[config.mk]
export PLATFORM = sky130hd
export DESIGN_NAME = zigbee_chip_spreader
export DESIGN_NICKNAME = d
export VERILOG_FILES = /design/src/rtl/zigbee_phy_pkg.sv /design/src/rtl/chip_pair_serializer.sv /design/src/rtl/zigbee_chip_spreader.sv
export SDC_FILE = /design/constraint.sdc
export NUM_CORES = 1
export LEC_CHECK = 0
export ABC_AREA = 1
export CAP_MARGIN = 20
export CELL_PAD_IN_SITES_DETAIL_PLACEMENT = 0
export CELL_PAD_IN_SITES_GLOBAL_PLACEMENT = 1
export CORE_MARGIN = 1.5
export CORE_UTILIZATION = 36
export CTS_CLUSTER_DIAMETER = 50
export DETAILED_ROUTE_END_ITERATION = 12
export PLACE_DENSITY = 0.76
export SLEW_MARGIN = 15
export SYNTH_ARGS = -nofsm -noshare
export SYNTH_HDL_FRONTEND = slang
export SYNTH_SLANG_ARGS = --single-unit
[constraint.sdc]
create_clock -name inClock -period 7.4 [get_ports inClock]
set_input_delay 1.48 -clock inClock [delete_from_list [all_inputs] [get_ports inClock]]
set_output_delay 1.48 -clock inClock [all_outputs]
set_load 0.005 [all_outputs]
[src/rtl/zigbee_phy_pkg.sv]
// Shared 802.15.4 2.4 GHz PHY definitions: chip sequence type, spreader states
// and the symbol-to-PN-sequence mapping (chip c0 held in bit 0).
package zigbee_phy_pkg;

  localparam int unsigned CHIPS_PER_SYM = 32;
  localparam int unsigned PAIRS_PER_SYM = 16;

  typedef logic [CHIPS_PER_SYM-1:0] chip_seq_t;

  typedef enum logic [1:0] {
    IDLE,
    FETCH,
    LOAD,
    SEND
  } spreader_state_t;

  // Symbol 0 written c0-first is 1101 1001 1100 0011 0101 0010 0010 1110.
  localparam chip_seq_t SYM0_CHIPS    = 32'h744A_C39B;
  localparam chip_seq_t ODD_CHIP_MASK = 32'hAAAA_AAAA;

  // Rotating the chip stream right by 4s chips is a left rotate of the vector
  // because c0 sits in the LSB.
  function automatic chip_seq_t sym_to_chips(input logic [3:0] sym);
    logic [5:0] sh;
    chip_seq_t  rot;
    sh  = {1'b0, sym[2:0], 2'b00};
    rot = (SYM0_CHIPS << sh) | (SYM0_CHIPS >> (6'd32 - sh));
    if (sym[3]) begin
      rot = rot ^ ODD_CHIP_MASK;
    end
    return rot;
  endfunction

endpackage

[src/rtl/chip_pair_serializer.sv]
// Shifts a 32-chip sequence out as 16 I/Q pairs, each held CHIP_DIV clocks.
// A load restarts pair 0 immediately, allowing gapless symbol chaining.
module chip_pair_serializer
  import zigbee_phy_pkg::*;
#(
  parameter int unsigned CHIP_DIV = 1,
  parameter int unsigned DIV_W    = 8
) (
  input  logic       clk,
  input  logic       rst,
  input  logic       load,
  input  chip_seq_t  load_chips,
  output logic       chip_i,
  output logic       chip_q,
  output logic       valid,
  output logic       sym_start,
  output logic       pair_end,
  output logic [3:0] pair_idx
);

  localparam logic [DIV_W-1:0] DIV_LAST  = DIV_W'(CHIP_DIV - 1);
  localparam logic [3:0]       PAIR_LAST = 4'(PAIRS_PER_SYM - 1);

  chip_seq_t        shift_q, shift_d;
  logic [DIV_W-1:0] div_q, div_d;
  logic [3:0]       pair_q, pair_d;
  logic             active_q, active_d;

  always_comb begin
    shift_d  = shift_q;
    div_d    = div_q;
    pair_d   = pair_q;
    active_d = active_q;
    if (load) begin
      shift_d  = load_chips;
      div_d    = '0;
      pair_d   = '0;
      active_d = 1'b1;
    end else if (active_q) begin
      if (div_q == DIV_LAST) begin
        div_d = '0;
        if (pair_q == PAIR_LAST) begin
          active_d = 1'b0;
          pair_d   = '0;
          shift_d  = '0;
        end else begin
          pair_d  = pair_q + 4'd1;
          shift_d = shift_q >> 2;
        end
      end else begin
        div_d = div_q + 1'b1;
      end
    end
  end

  always_ff @(posedge clk) begin
    if (rst) begin
      shift_q  <= '0;
      div_q    <= '0;
      pair_q   <= '0;
      active_q <= 1'b0;
    end else begin
      shift_q  <= shift_d;
      div_q    <= div_d;
      pair_q   <= pair_d;
      active_q <= active_d;
    end
  end

  assign chip_i    = active_q & shift_q[0];
  assign chip_q    = active_q & shift_q[1];
  assign valid     = active_q;
  assign sym_start = active_q & (pair_q == '0) & (div_q == '0);
  assign pair_end  = active_q & (div_q == DIV_LAST);
  assign pair_idx  = pair_q;

endmodule

[src/rtl/zigbee_chip_spreader.sv]
// 802.15.4 DSSS spreader: pops FIFO nibbles, maps them to PN chips and emits
// I/Q chip pairs, prefetching the next symbol during pair 14 for gapless output.
module zigbee_chip_spreader
  import zigbee_phy_pkg::*;
#(
  parameter int unsigned CHIP_DIV = 1,
  parameter int unsigned DIV_W    = 8
) (
  input  logic       inClock,
  input  logic       inReset,
  input  logic       inEnable,
  input  logic       inEmpty,
  input  logic [3:0] inData,
  output logic       outReadEnable,
  output logic       outChipI,
  output logic       outChipQ,
  output logic       outChipValid,
  output logic       outSymbolStart,
  output logic       outBusy
);

  spreader_state_t state_q, state_d;
  logic [3:0]      pend_q, pend_d;
  logic            pend_valid_q, pend_valid_d;
  logic            inflight_q, inflight_d;
  logic            rd_en;
  logic            ser_load;
  logic [3:0]      load_nib;
  logic            ser_pair_end;
  logic [3:0]      ser_pair;

  always_comb begin
    state_d      = state_q;
    pend_d       = pend_q;
    pend_valid_d = pend_valid_q;
    inflight_d   = 1'b0;
    rd_en        = 1'b0;
    ser_load     = 1'b0;
    load_nib     = inData;
    if (inflight_q) begin
      pend_d       = inData;
      pend_valid_d = 1'b1;
    end
    case (state_q)
      IDLE: begin
        if (inEnable && !inEmpty) state_d = FETCH;
      end
      FETCH: begin
        rd_en   = 1'b1;
        state_d = LOAD;
      end
      LOAD: begin
        ser_load = 1'b1;
        state_d  = SEND;
      end
      SEND: begin
        if (ser_pair_end && ser_pair == 4'd14 && inEnable && !inEmpty) begin
          rd_en      = 1'b1;
          inflight_d = 1'b1;
        end
        // With CHIP_DIV=1 the prefetched word arrives on the very last clock,
        // so it is taken straight from inData rather than the pending register.
        if (ser_pair_end && ser_pair == 4'd15) begin
          if (inflight_q || pend_valid_q) begin
            ser_load     = 1'b1;
            load_nib     = inflight_q ? inData : pend_q;
            pend_valid_d = 1'b0;
          end else begin
            state_d = IDLE;
          end
        end
      end
      default: state_d = IDLE;
    endcase
    if (inReset) rd_en = 1'b0;
  end

  always_ff @(posedge inClock) begin
    if (inReset) begin
      state_q      <= IDLE;
      pend_q       <= '0;
      pend_valid_q <= 1'b0;
      inflight_q   <= 1'b0;
    end else begin
      state_q      <= state_d;
      pend_q       <= pend_d;
      pend_valid_q <= pend_valid_d;
      inflight_q   <= inflight_d;
    end
  end

  chip_pair_serializer #(
    .CHIP_DIV(CHIP_DIV),
    .DIV_W   (DIV_W)
  ) u_ser (
    .clk       (inClock),
    .rst       (inReset),
    .load      (ser_load),
    .load_chips(sym_to_chips(load_nib)),
    .chip_i    (outChipI),
    .chip_q    (outChipQ),
    .valid     (outChipValid),
    .sym_start (outSymbolStart),
    .pair_end  (ser_pair_end),
    .pair_idx  (ser_pair)
  );

  assign outReadEnable = rd_en;
  assign outBusy       = (state_q != IDLE);

endmodule

=== Word-level counts from Yosys, hierarchy flattened ===
Cells that the tools add are included.

* Flip-flop bits (word level): 53
* Output and inout port bits: 6

* Add/subtract/negate cells: 3
* Equal/unequal tests: 8
* Shift operators: 2
* Multiplexer cells: 29
* Bitwise operators: 8
* Reductions and logical operators: 18

{| class="wikitable"
|+ Operators with widths
! operator !! count
|-
| two-way mux 32 bit || 4
|-
| OR 32 bit || 1
|-
| left shift 31 x 5 -> 32 bit, first input constant || 1
|-
| right shift 31 x 6 -> 32 bit, first input constant || 1
|-
| two-way mux 30 bit || 1
|-
| two-way mux 4 bit || 5
|-
| inverter 16 bit || 1
|-
| two-way mux 1 bit || 12
|-
| adder 8 x 1 -> 8 bit, second input constant || 1
|-
| equality test 4 bit, second input constant || 2
|-
| zero test 8 bit || 1
|-
| two-way mux 8 bit || 1
|-
| one-hot mux 2 bit (4 select lines) || 1
|-
| two-way mux 2 bit || 3
|-
| inequality test 2 bit, second input constant || 3
|-
| nonzero test 2 bit || 3
|-
| subtractor 6 x 5 -> 6 bit, first input constant || 1
|-
| bitwise AND 1 bit || 5
|-
| logical AND 1 bit || 5
|-
| adder 4 x 1 -> 4 bit, second input constant || 1
|-
| equality test 2 bit, second input constant || 2
|-
| zero test 4 bit || 1
|-
| one-hot mux 1 bit (2 select lines) || 2
|-
| AND reduction 2 bit || 2
|-
| other kinds (7) || 8
|}

=== Longest topological paths before layout ===
* Word-level depth: 11
* Mapped depth: 19

=== Cells and area by module ===
From an unflattened synthesis, not the netlist that was laid out.

* Cell total of the unflattened synthesis: 590
* Area total of the unflattened synthesis: 3,796.1 um^2

{| class="wikitable"
|+ By module, submodules not included
! module !! times used !! cells each !! area each (um^2)
|-
| chip_pair_serializer || 1 || 391 || 2,562.5
|-
| zigbee_chip_spreader || 1 || 199 || 1,233.7
|}

=== Least setup slack after synthesis ===
OpenSTA, ideal clock, no wires.

* Kind: input -> output
* Start: input inReset
* End: output outReadEnable
* Arrival time: 2.325 ns
* Path slack: 3.595 ns
* Stages on the path: 5
* Buffers on the path: 1
* Path through: clkbuf_1 > clkinv_1 > nand4_1 > or2_2 > o21ai_0

* Cells in the longest elaborated chain, start to end: 1

{| class="wikitable"
|+ Ends and longest elaborated chain
! what !! line !! RTL
|-
| from (decl) || zigbee_chip_spreader.sv:10 || <nowiki>input logic inReset,</nowiki>
|-
| two-way mux 1 bit || zigbee_chip_spreader.sv:75 || <nowiki>if (inReset) rd_en = 1'b0;</nowiki>
|-
| to (decl) || zigbee_chip_spreader.sv:14 || <nowiki>output logic outReadEnable,</nowiki>
|}

No other way between the ends.

=== Worst setup path after layout ===
Same ends and word-level chain as after synthesis.

==> flow_summary.rst <==
.. list-table::
   :header-rows: 1

   * - Metric
     - Value
   * - Top-area cell type share of the netlist area
     - 32.4%
   * - P_sw
     - 0.391 mW
   * - Maximum VDD drop
     - 122 uV
   * - Async set-reset flop share out of synthesis
     - 0%
   * - Number of global-route vias before repair
     - 2779
   * - Min setup slack post-route
     - 2280 ps
   * - Worst Path Class, Setup
     - in -> out
   * - Run status
     - completed
   * - Fin crit period
     - 5120 ps
   * - Fillers
     - 950
   * - CTS resizes
     - 0
   * - Antenna viol nets, final
     - 0
   * - Primary flip-flop cell chosen by synthesis mapping
     - dfxtp_1
   * - Syn avg cell area
     - 6.75 um^2
   * - Cell class contributing the biggest share of worst-path delay
     - buffers and inverters
   * - Post-Place Setup Slack
     - 2270 ps
   * - Max FO, Critical Path
     - 27
   * - Max-capacitance violation count
     - 0
   * - Cell types occupying the most area after synthesis
     - dfxtp_1, nand2_1, nand3_1
   * - Combined area of all synthesized cells
     - 0.00327 mm^2
   * - Switching fraction of total power
     - 41.9%
   * - Comb power frac
     - 38.1%
   * - Cell with the most instances after synthesis
     - nand2_1
   * - Number of buffers on the longest clock path
     - 2
   * - Final max-slew violation count
     - 0
   * - DRT Wirelength
     - 8130 um
   * - Number of nets produced by synthesis
     - 509
   * - Cell type with the largest total area after synthesis
     - dfxtp_1
   * - Number of CTS-inserted buffers
     - 5
   * - Portion of total power attributed to sequential cells
     - 42.3%
   * - Req. time, crit path
     - 5920 ps
   * - Die height
     - 98.3 um
   * - Number of placement rows
     - 34
   * - Core utilization of the finished layout
     - 40.4%
   * - Most frequent cell on the critical path
     - clkdlybuf4s50_1
   * - Number of design rule violations left after detail routing
     - 0
   * - Clock Sinks
     - 53
   * - DIE AREA
     - 0.00967 mm^2
   * - Clock Pin Slew Worst Setup and Hold Paths
     - 110 ps
   * - Endpoint type of the worst setup path
     - primary output
   * - Number of buffer cells added on primary ports
     - 13
   * - Critical Path Slowest Stage Cell
     - clkinv_1
   * - Cell chain of the critical path
     - clkdlybuf4s50_1 -> buf_4 -> clkinv_1 -> nand4_1 -> or2_2 -> o21ai_0 -> clkdlybuf4s50_1
   * - Clock latency reported for the late side of the worst-skew pair
     - 320 ps
   * - Half-perimeter wire length of the detailed placement result
     - 5870 um
   * - Maximum frequency from static timing analysis
     - 195 MHz
   * - Final setup viols
     - 0
   * - Number of setup buffers added after CTS
     - 0
   * - Ports placed on the boundary
     - 14
   * - Maximum number of pins on one net before global-route repair
     - 33
   * - Aggregate global-route resource usage
     - 17.3%
   * - Initial core utilization
     - 37.3%
   * - Proportion of layout cells with a drive suffix above 1
     - 8.61%
   * - Reported leakage power
     - 1.51 nW
   * - Endpoints failing hold
     - 0
   * - Vias
     - 3009
   * - Average vias per placed instance
     - 5.05
   * - Floorplan die width
     - 98.3 um
   * - Class of the tightest hold or removal check
     - reg -> reg
   * - Antenna diodes
     - 0
   * - CTS root buf
     - clkbuf_8
   * - Post-layout net count
     - 511
   * - Clock share of power
     - 19.6%
   * - Cell Count Post-Placement
     - 588
   * - Synth warn
     - 0
   * - Initial drt markers
     - 152
   * - First-pass GRT wire length
     - 13500 um
   * - Routed length per placed instance
     - 13.6 um
   * - Pwr/cell area
     - 264 mW/mm^2
   * - Stage delay of the slowest cell on the critical path
     - 480 ps
   * - Headroom to the max-slew limit
     - 40.8%
   * - Least-Margin Pin Slew
     - 886 ps
   * - Post-synthesis cell count
     - 485
   * - CTS H-Tree Depth
     - 2
   * - Leading post-synthesis cells by instance count
     - nand2_1, dfxtp_1, inv_1
   * - Setup TNS after final layout
     - 0 ps
   * - Cell Int Power
     - 0.543 mW
   * - EDFF count, synth
     - 0
   * - Post-synthesis sequential element count
     - 53
   * - Hold_buf cts
     - 0
   * - Share of the clock period used by the worst path after layout
     - 69.3%
   * - Global placement routability congestion
     - 0.840
   * - Share of the yosys chip area belonging to registers
     - 32.4%
   * - Area inside the core boundary
     - 0.00876 mm^2
   * - Number of antenna violations at the first check in global routing
     - 0
   * - Count of cell types in the netlist
     - 40
   * - Overflow left after global routing
     - 0
   * - Startpoint type of the worst setup path
     - primary input
   * - Total iterations of the first detailed-routing run
     - 5
   * - Area growth, synth to finish
     - 8.30%
   * - Critical path buffers and inverters
     - 4
   * - Final cell count without fillers
     - 596
   * - Clock skew after layout
     - 8.14 ps
   * - Setup repair after global routing missed its margin
     - no
   * - CTS tree
     - done
   * - Data arrival, critical path
     - 3640 ps
==> worst paths after layout <==
check	from	end	slack, ps	cells past startpoint
worst max register to register	u_ser.div_q[0]	u_ser.shift_q[28]	4180	15
worst min-delay path	pend_q[0]	pend_q[0]	480	2
worst min register to register	pend_q[0]	pend_q[0]	480	2
worst max-delay path	inReset	outReadEnable	2280	7
==> kinds of logic (layout without fill, tap and decap cells) <==
kind of cell	after synthesis	count (layout)	synth area share [%]
xor gates and xnor gates	3	3	0.803
DFF	53	53	32.4
and+or+nand+nor	237	237	34.1
AOI/OAI and AO/OA	100	100	17.0
buffers and inverters	76	79	9.56
adders and majority gates	16	16	6.12
==> placed cells by master (no fill, tap or decap), types with 8 or more instances in the layout <==
cell type,instances
nand2_1,120
dfxtp_1,53
inv_1,51
nand3_1,48
a21oi_1,42
o21ai_0,32
nor2_1,31
ha_1,16
clkdlybuf4s50_1,13
a31oi_1,10
nand2_2,8
==> cell type report <==
type	count	area (um^2)	share of cell area, %
tap	108	135	3.81
timing repair buffer	14	138	3.88
multi-input combinational	356	1900	53.6
inverter	57	214	6.04
sequential	53	1060	29.9
clock buffer	5	68.8	1.94
clock inverter	3	28.8	0.812
==> power groups by stage <==
stage | Sequential [mW] | Clock (mW) | Combinational [mW]
6_report | 0.395 | 0.183 | 0.355
5_1_grt | 0.402 | 0.203 | 0.402
3_5_place_dp | 0.401 | 0 | 0.354
4_1_cts | 0.394 | 0.191 | 0.357
2_1_floorplan | 0.384 | 0 | 0.276
3_3_place_gp | 0.399 | 0 | 0.352
==> sequential cells by signal, summed over array words and instances (netlist names) <==
signal,count
inflight_q,1
pend_q,4
pend_valid_q,1
state_q,2
u_ser.div_q,8
u_ser.pair_idx,4
u_ser.shift_q,32
u_ser.valid,1
==> stage by stage <==
stage | total power, mW | hold WS, ps | cell area (um^2)
3_3_place_gp | 0.751 | 463 | 3450
2_1_floorplan | 0.661 | 447 | 3270
3_5_place_dp | 0.755 | 463 | 3450
4_1_cts | 0.942 | 479 | 3540
6_report | 0.934 | 479 | 3540
5_1_grt | 1.01 | 506 | 3540
==> per-layer routing <==
layer | GRT usage [%] | routed length [um] | vias up
li1 | - | - | 1587
met1 | 24.0 | 4190 | 1374
met2 | 28.2 | 3660 | 41
met3 | 2.58 | 204 | 7
met4 | 4.33 | 76 | 0
met5 | 0 | 0 | -
==> worst reg2reg max path: cells and delay by family (launching register included) <==
family	cells	cell delay (ps)
buffers and inverters	4	720
flip-flops	1	390
AND/OR/NAND/NOR	9	1740
AO/OA/AOI/OAI	1	130
adder cells (fa/ha/maj)	1	190
(Power assumes the default switching activity.)
